`src/rtl/wb_accel_regs_if.sv`:
```
// wb_accel_regs_if: Wishbone classic slave-port signal bundle for the accelerator register block
interface wb_accel_regs_if;
  logic        wbs_stb_i;
  logic        wbs_cyc_i;
  logic        wbs_we_i;
  logic [3:0]  wbs_sel_i;
  logic [31:0] wbs_adr_i;
  logic [31:0] wbs_dat_i;
  logic        wbs_ack_o;
  logic [31:0] wbs_dat_o;
  modport master(output wbs_stb_i, wbs_cyc_i, wbs_we_i, wbs_sel_i, wbs_adr_i, wbs_dat_i, input wbs_ack_o, wbs_dat_o);
  modport slave(input wbs_stb_i, wbs_cyc_i, wbs_we_i, wbs_sel_i, wbs_adr_i, wbs_dat_i, output wbs_ack_o, wbs_dat_o);
endinterface

```
`src/rtl/wb_accel_regs.sv`:
```
// wb_accel_regs: Wishbone register front-end that loads, starts, times and reads back one accelerator
module wb_accel_regs #(
  parameter logic [31:0] BASE_ADR = 32'h3000_0000,
  parameter logic [15:0] TIMEOUT  = 16'd255
) (
  input  logic              wb_clk_i,
  input  logic              wb_rst_ni,
  wb_accel_regs_if.slave    bus,
  output logic [31:0]       op_a_o,
  output logic [31:0]       op_b_o,
  output logic [31:0]       op_c_o,
  output logic [3:0]        mode_o,
  output logic              start_o,
  input  logic              done_i,
  input  logic [31:0]       result_i,
  output logic              irq_o
);
  typedef enum logic {IDLE, BUSY} state_t;
  state_t state, state_n;
  logic acc, wr, op_wr, ctrl_wr, w1c, go, fin_done, fin_tout, busy, irq_en, done, tout;
  logic [2:0] idx;
  logic [15:0] cnt, cnt_inc, cycles;
  logic [31:0] result, rdat;
  logic [31:0] regs [8];
  logic unused_adr;
  assign acc = bus.wbs_stb_i & bus.wbs_cyc_i & (bus.wbs_adr_i[31:8] == BASE_ADR[31:8]) & ~bus.wbs_ack_o;
  assign wr = acc & bus.wbs_we_i;
  assign idx = bus.wbs_adr_i[4:2];
  assign busy = state == BUSY;
  assign op_wr = wr & ~busy;
  assign ctrl_wr = wr & (idx == 3'd3) & bus.wbs_sel_i[0];
  assign w1c = wr & (idx == 3'd4) & bus.wbs_sel_i[0];
  assign cnt_inc = cnt + 16'd1;
  assign irq_o = irq_en & (done | tout);
  assign rdat = regs[idx];
  assign unused_adr = &{1'b0, bus.wbs_adr_i[7:5], bus.wbs_adr_i[1:0]};
  function automatic logic [31:0] merge(input logic [31:0] old, input logic [31:0] d, input logic [3:0] s);
    logic [31:0] r;
    for (int i = 0; i < 4; i++) r[8*i +: 8] = s[i] ? d[8*i +: 8] : old[8*i +: 8];
    return r;
  endfunction
  // read view of the register map
  always_comb begin
    regs[0] = op_a_o;
    regs[1] = op_b_o;
    regs[2] = op_c_o;
    regs[3] = {24'd0, mode_o, 2'b00, irq_en, 1'b0};
    regs[4] = {29'd0, tout, done, busy};
    regs[5] = result;
    regs[6] = {16'd0, cycles};
    regs[7] = 32'd0;
  end
  // next state: start from idle, finish on done (priority) or timeout
  always_comb begin
    state_n = state;
    go = 1'b0;
    fin_done = 1'b0;
    fin_tout = 1'b0;
    if (!busy) begin
      go = ctrl_wr & bus.wbs_dat_i[0];
      state_n = go ? BUSY : IDLE;
    end else begin
      fin_done = done_i;
      fin_tout = ~done_i & (cnt_inc == TIMEOUT);
      state_n = (fin_done | fin_tout) ? IDLE : BUSY;
    end
  end
  // state register
  always_ff @(posedge wb_clk_i or negedge wb_rst_ni) begin
    if (!wb_rst_ni) state <= IDLE;
    else state <= state_n;
  end
  // bus response: one-cycle ack with registered read data
  always_ff @(posedge wb_clk_i or negedge wb_rst_ni) begin
    if (!wb_rst_ni) begin
      bus.wbs_ack_o <= 1'b0;
      bus.wbs_dat_o <= 32'd0;
    end else begin
      bus.wbs_ack_o <= acc;
      bus.wbs_dat_o <= (acc & ~bus.wbs_we_i) ? rdat : 32'd0;
    end
  end
  // operand and control registers, frozen while the accelerator runs
  always_ff @(posedge wb_clk_i or negedge wb_rst_ni) begin
    if (!wb_rst_ni) begin
      op_a_o <= 32'd0;
      op_b_o <= 32'd0;
      op_c_o <= 32'd0;
      mode_o <= 4'd0;
      irq_en <= 1'b0;
    end else begin
      if (op_wr & (idx == 3'd0)) op_a_o <= merge(op_a_o, bus.wbs_dat_i, bus.wbs_sel_i);
      if (op_wr & (idx == 3'd1)) op_b_o <= merge(op_b_o, bus.wbs_dat_i, bus.wbs_sel_i);
      if (op_wr & (idx == 3'd2)) op_c_o <= merge(op_c_o, bus.wbs_dat_i, bus.wbs_sel_i);
      if (op_wr & ctrl_wr) mode_o <= bus.wbs_dat_i[7:4];
      if (ctrl_wr) irq_en <= bus.wbs_dat_i[1];
    end
  end
  // run bookkeeping: start pulse, cycle counter, result capture, sticky status
  always_ff @(posedge wb_clk_i or negedge wb_rst_ni) begin
    if (!wb_rst_ni) begin
      start_o <= 1'b0;
      cnt <= 16'd0;
      cycles <= 16'd0;
      result <= 32'd0;
      done <= 1'b0;
      tout <= 1'b0;
    end else begin
      start_o <= go;
      cnt <= go ? 16'd0 : busy ? cnt_inc : cnt;
      cycles <= fin_done ? cnt_inc : fin_tout ? TIMEOUT : cycles;
      if (fin_done) result <= result_i;
      done <= fin_done | (done & ~(go | (w1c & bus.wbs_dat_i[1])));
      tout <= fin_tout | (tout & ~(go | (w1c & bus.wbs_dat_i[2])));
    end
  end
endmodule
```
`src/flat_wrapper.sv`:
```
// flat-port wrapper written by rule: the top's interface ports become plain ports
module wb_accel_regs_flat 
#(
  parameter logic [31:0] BASE_ADR = 32'h3000_0000,
  parameter logic [15:0] TIMEOUT  = 16'd255
)
  (wb_clk_i, wb_rst_ni, op_a_o, op_b_o, op_c_o, mode_o, start_o, done_i, result_i, irq_o, bus_wbs_stb_i, bus_wbs_cyc_i, bus_wbs_we_i, bus_wbs_sel_i, bus_wbs_adr_i, bus_wbs_dat_i, bus_wbs_ack_o, bus_wbs_dat_o);
  wb_accel_regs_if bus_i ();
  input  logic wb_clk_i;
  input  logic wb_rst_ni;
  output logic [31:0] op_a_o;
  output logic [31:0] op_b_o;
  output logic [31:0] op_c_o;
  output logic [3:0] mode_o;
  output logic start_o;
  input  logic done_i;
  input  logic [31:0] result_i;
  output logic irq_o;
  input wire logic [$bits(bus_i.wbs_stb_i)-1:0] bus_wbs_stb_i;
  input wire logic [$bits(bus_i.wbs_cyc_i)-1:0] bus_wbs_cyc_i;
  input wire logic [$bits(bus_i.wbs_we_i)-1:0] bus_wbs_we_i;
  input wire logic [$bits(bus_i.wbs_sel_i)-1:0] bus_wbs_sel_i;
  input wire logic [$bits(bus_i.wbs_adr_i)-1:0] bus_wbs_adr_i;
  input wire logic [$bits(bus_i.wbs_dat_i)-1:0] bus_wbs_dat_i;
  output wire logic [$bits(bus_i.wbs_ack_o)-1:0] bus_wbs_ack_o;
  output wire logic [$bits(bus_i.wbs_dat_o)-1:0] bus_wbs_dat_o;
  assign bus_i.wbs_stb_i = bus_wbs_stb_i;
  assign bus_i.wbs_cyc_i = bus_wbs_cyc_i;
  assign bus_i.wbs_we_i = bus_wbs_we_i;
  assign bus_i.wbs_sel_i = bus_wbs_sel_i;
  assign bus_i.wbs_adr_i = bus_wbs_adr_i;
  assign bus_i.wbs_dat_i = bus_wbs_dat_i;
  assign bus_wbs_ack_o = bus_i.wbs_ack_o;
  assign bus_wbs_dat_o = bus_i.wbs_dat_o;
  wb_accel_regs #(.BASE_ADR(BASE_ADR), .TIMEOUT(TIMEOUT)) u_core (.wb_clk_i(wb_clk_i), .wb_rst_ni(wb_rst_ni), .bus(bus_i), .op_a_o(op_a_o), .op_b_o(op_b_o), .op_c_o(op_c_o), .mode_o(mode_o), .start_o(start_o), .done_i(done_i), .result_i(result_i), .irq_o(irq_o));
endmodule
```
`config.mk`:
```
export PLATFORM = sky130hd
export DESIGN_NAME = wb_accel_regs_flat
export DESIGN_NICKNAME = d
export VERILOG_FILES = /design/src/rtl/wb_accel_regs_if.sv /design/src/rtl/wb_accel_regs.sv /design/src/flat_wrapper.sv
export SDC_FILE = /design/constraint.sdc
export NUM_CORES = 1
export LEC_CHECK = 0
export ABC_AREA = 1
export BUFFER_PORTS_ARGS = -buffer_cell sky130_fd_sc_hd__buf_2
export CAP_MARGIN = 30
export CORE_MARGIN = 2
export CORE_UTILIZATION = 50
export CTS_CLUSTER_SIZE = 20
export DETAILED_ROUTE_END_ITERATION = 8
export MAX_ROUTING_LAYER = met4
export PLACE_DENSITY = 0.79
export SLEW_MARGIN = 0
export SYNTH_ARGS = -nofsm -noshare
export SYNTH_HDL_FRONTEND = slang
export SYNTH_SLANG_ARGS = --single-unit
```
`constraint.sdc`:
```
create_clock -name wb_clk_i -period 2.3 [get_ports wb_clk_i]
set_clock_uncertainty 0.05 [all_clocks]
set_input_delay 0.345 -clock wb_clk_i [delete_from_list [all_inputs] [get_ports wb_clk_i]]
set_output_delay 0.345 -clock wb_clk_i [all_outputs]
set_load 0.1 [all_outputs]
```
==> metrics.txt <==
mux cell area share after synthesis 0; Post-Syn Area between 9000 and 10000 sq um; reg2reg end u_core.cycles[1]; post-route minimum period 2.185 ns; Worst Hold Class primary input to flip-flop; CP cell instances buf_4 -> inv_1 -> nor2_2 -> nand2_1 -> o21ai_1 -> nand2_1 -> nor2_2 -> nand4_4 -> buf_6 -> nand3_1 -> nand2_1; hold path depth 3; Max rail drop VDD 0.7403 mV; first-pass GRT wire length between 40000 and 50000 um; CP startpoint u_core.cnt[0]; commonest cells in the netlist nand2_1, dfrtp_1, nand3_1; Placed Cells between 1500 and 2000; Post-Route M1 WL 11930 um; final cell count without fillers approximately 1700; reg-to-reg slack, setup 0.12 ns; clock root buffer master clkbuf_16; Detail Route met2 WL ~15000 um; Slowest-stage cell, CP dfrtp_1; crit path DAT 2.53 ns; slew margin rel. 0.6293; initial core utilization 0.5141; fmax 457.7 MHz; crit path to u_core.cycles[1]; DRC Markers 0; run status complete, no violations; vias per inst around 5.7; xor/xnor cell area share of the yosys netlist 0.0009388; Die Span X about 140 um; Routed WL 30930 um; GP Congestion around 0.97; initial antenna violation count 1; vias in the first global route 9075; starting DRC count in detailed routing about 740; nets 1528; Slew @ Worst Pin about 0.56 ns; part of the Yosys area used for sequential elements 0.5418; leak pwr 6.919 nW; Crit path required time roughly 2.6 ns; Yosys reg bits around 200; crit path kind flip-flop to flip-flop; Yosys top cell area share 0.5418; CTS sink cnt approximately 200; DP HPWL ~21000 um; YS warnings 0; Bufs on Longest Clock Path 3; input/output buffers 235; Async S/R FF share, synth 1.000; aggregate global-route resource usage 0.3163; top post-synthesis cells by area dfrtp_1, nand2_1, nand3_1, nor2_1, a21oi_1; Die Ht 140.6 um; fraction of layout cells with a size suffix above 1 0.2617; Startpoint Class flip-flop; critical path depth in cells 11; dpl cell area between 10000 and 15000 sq um; die footprint around 20000 sq um; post-route cell area 12300 sq um; Reg clk slew, reported paths ~0.070 ns; syn avg cell area 8.292 sq um; met3 wire length 2756 um; clock latency on the worst-skew pair 0.51 ns; most area-hungry cell type in the Yosys netlist dfrtp_1; Worst Setup End Kind flip-flop; Period Utilization, post-route 0.9500; Crit path largest cell delay 0.39 ns; largest family of logic cells by synthesized area simple AND/OR/NAND/NOR gates; worst r2r src u_core.cnt[0]; H-Tree Depth 1; delay-heaviest family, CP simple AND/OR/NAND/NOR gates; pwr/cell area approximately 660 nW/um^2; post-synthesis adder-cell area fraction 0.002682; TritonCTS buffer count 23; most numerous cell in the Yosys netlist nand2_1; Final Max Slew Viols 0; worst reg2reg path depth 11; WL per Instance between 15 and 20 um; row cnt 49; Post-Syn Nets about 1200; via count 9517; Initial DRT Pass Iterations 5; max-cap violations 0; area delta synth->final 31.83%; compound-gate portion of the synthesized area 0.1080; Routed Antenna Nets 0; Unique masters post-synth 38; number of synthesized flops with an enable pin 0; Hold Fails Final Rpt 0; Most Frequent Cell on Critical Path nand2_1; WP buf/inv 3; Top Layer Used met4; Core ar. roughly 18000 sq um; Top Ports 241; CTS tree done; pin count of the biggest net entering global routing between 50 and 60; Final setup viols 0; Syn Inst Count 1125; Overflow after GRT 0; simple-gate share of the synthesized area 0.2914; Critical Path Fanout Max 8; top_reg_cell synth dfrtp_1
==> flip-flops by register name, summed over array words and instances (netlist names) <==
| register | flops |
|---|---|
| u_core.bus.wbs_dat_o | 32 |
| u_core.result | 32 |
| u_core.done | 1 |
| u_core.cnt | 16 |
| u_core.op_a_o | 32 |
| u_core.irq_en | 1 |
| u_core.op_c_o | 32 |
| u_core.cycles | 16 |
| u_core.start_o | 1 |
| u_core.op_b_o | 32 |
| u_core.tout | 1 |
| u_core.bus.wbs_ack_o | 1 |
| u_core.mode_o | 4 |
| u_core.busy | 1 |
==> worst reg2reg max path, delay by kind of cell (launching register included) <==
kind                   cells  cell delay [ns]
flip-flops                 1             0.39
buffers and inverters      3             0.42
AO/OA/AOI/OAI              1             0.14
AND/OR/NAND/NOR            7             1.04
==> metrics by stage <==
| stage | util | hold WS [ns] | worst slack, ns | total power, W | setup TNS, ns |
|---|---|---|---|---|---|
| global route | 0.6775 | 0.03167 | -0.01933 | 0.008338 | -0.09826 |
| finish | 0.6777 | 0.006168 | 0.1151 | 0.008109 | 0 |
| floorplan | - | -0.0005911 | 0.04321 | 0.003772 | 0 |
| global placement | 0.6074 | 0.2976 | 0.05579 | 0.004064 | 0 |
| detailed placement | 0.6074 | 0.3002 | 0.01022 | 0.004068 | 0 |
| CTS | 0.6696 | 0.0008763 | 0.07207 | 0.008145 | 0 |
==> worst min path at each step <==
stage                             from                        to  slack, ns
after floorplan              wb_rst_ni      u_core.bus.wbs_ack_o    -0.0006
after global placement       wb_rst_ni  u_core.bus.wbs_dat_o[22]       0.30
after detailed placement     wb_rst_ni  u_core.bus.wbs_dat_o[22]       0.30
after CTS                 result_i[24]         u_core.result[24]     0.0009
after global routing      result_i[24]         u_core.result[24]       0.03
final                     result_i[24]         u_core.result[24]      0.006
==> routing by layer <==
| layer | track usage | vias up |
|---|---|---|
| li1 | - | 4343 |
| met2 | 0.4982 | 547 |
| met4 | 0.1505 | 0 |
| met5 | - | - |
| met1 | 0.4043 | 4536 |
| met3 | 0.05163 | 91 |
==> cell type report <==
type / instances / area [sq um]
clock inverter: 13 / 201.4
antenna: 2 / 5.005
timing repair buffer: 328 / 2023
clock buffer: 29 / 648.1
tap: 229 / 286.5
multi-input combinational: 797 / 3824
fill: 1465 / 5849
sequential: 202 / 5055
inverter: 68 / 255.2
==> timing repair <==
item                                   in CTS  in global routing
setup endpoints to repair                   0                 80
endpoints found under the hold margin      79                  0
buffers inserted                            0                  8
gates resized for setup                     0                 16
hold buffers                               28                  0
==> where the power goes <==
group	internal (W)	switching (W)	leakage, nW
clock	0.00256	0.00150	0.424
combinational	0.000180	0.000319	3.95
sequential	0.00355	0.0000000000878	2.55
total	0.00629	0.00181	6.92
==> kinds of logic after synthesis <==
family	Yosys count
simple gates	632
flops	202
compound gates	162
buf+inv	126
fa+ha+maj	2
xor+xnor	1
==> cells in the final DEF, fill, tap and decap left out, types with 6 or more instances in the layout <==
master | netlist | final
nand3_2 | 5 | 6
nor3_1 | 16 | 15
inv_1 | 65 | 65
nor2_1 | 96 | 93
nor2_4 | 5 | 8
nand4_1 | 7 | 7
nand2_1 | 372 | 369
nand3_1 | 114 | 113
clkbuf_8 | 0 | 6
o21ai_0 | 29 | 29
buf_4 | 6 | 58
clkbuf_16 | 0 | 23
nor2_2 | 6 | 6
a211oi_1 | 16 | 16
a21oi_1 | 56 | 56
a31oi_1 | 15 | 15
o22ai_1 | 11 | 11
a221oi_1 | 16 | 16
o221ai_1 | 14 | 14
dlygate4sd3_1 | 0 | 28
buf_2 | 9 | 234
dfrtp_1 | 202 | 202
(Power assumes the default switching activity.)
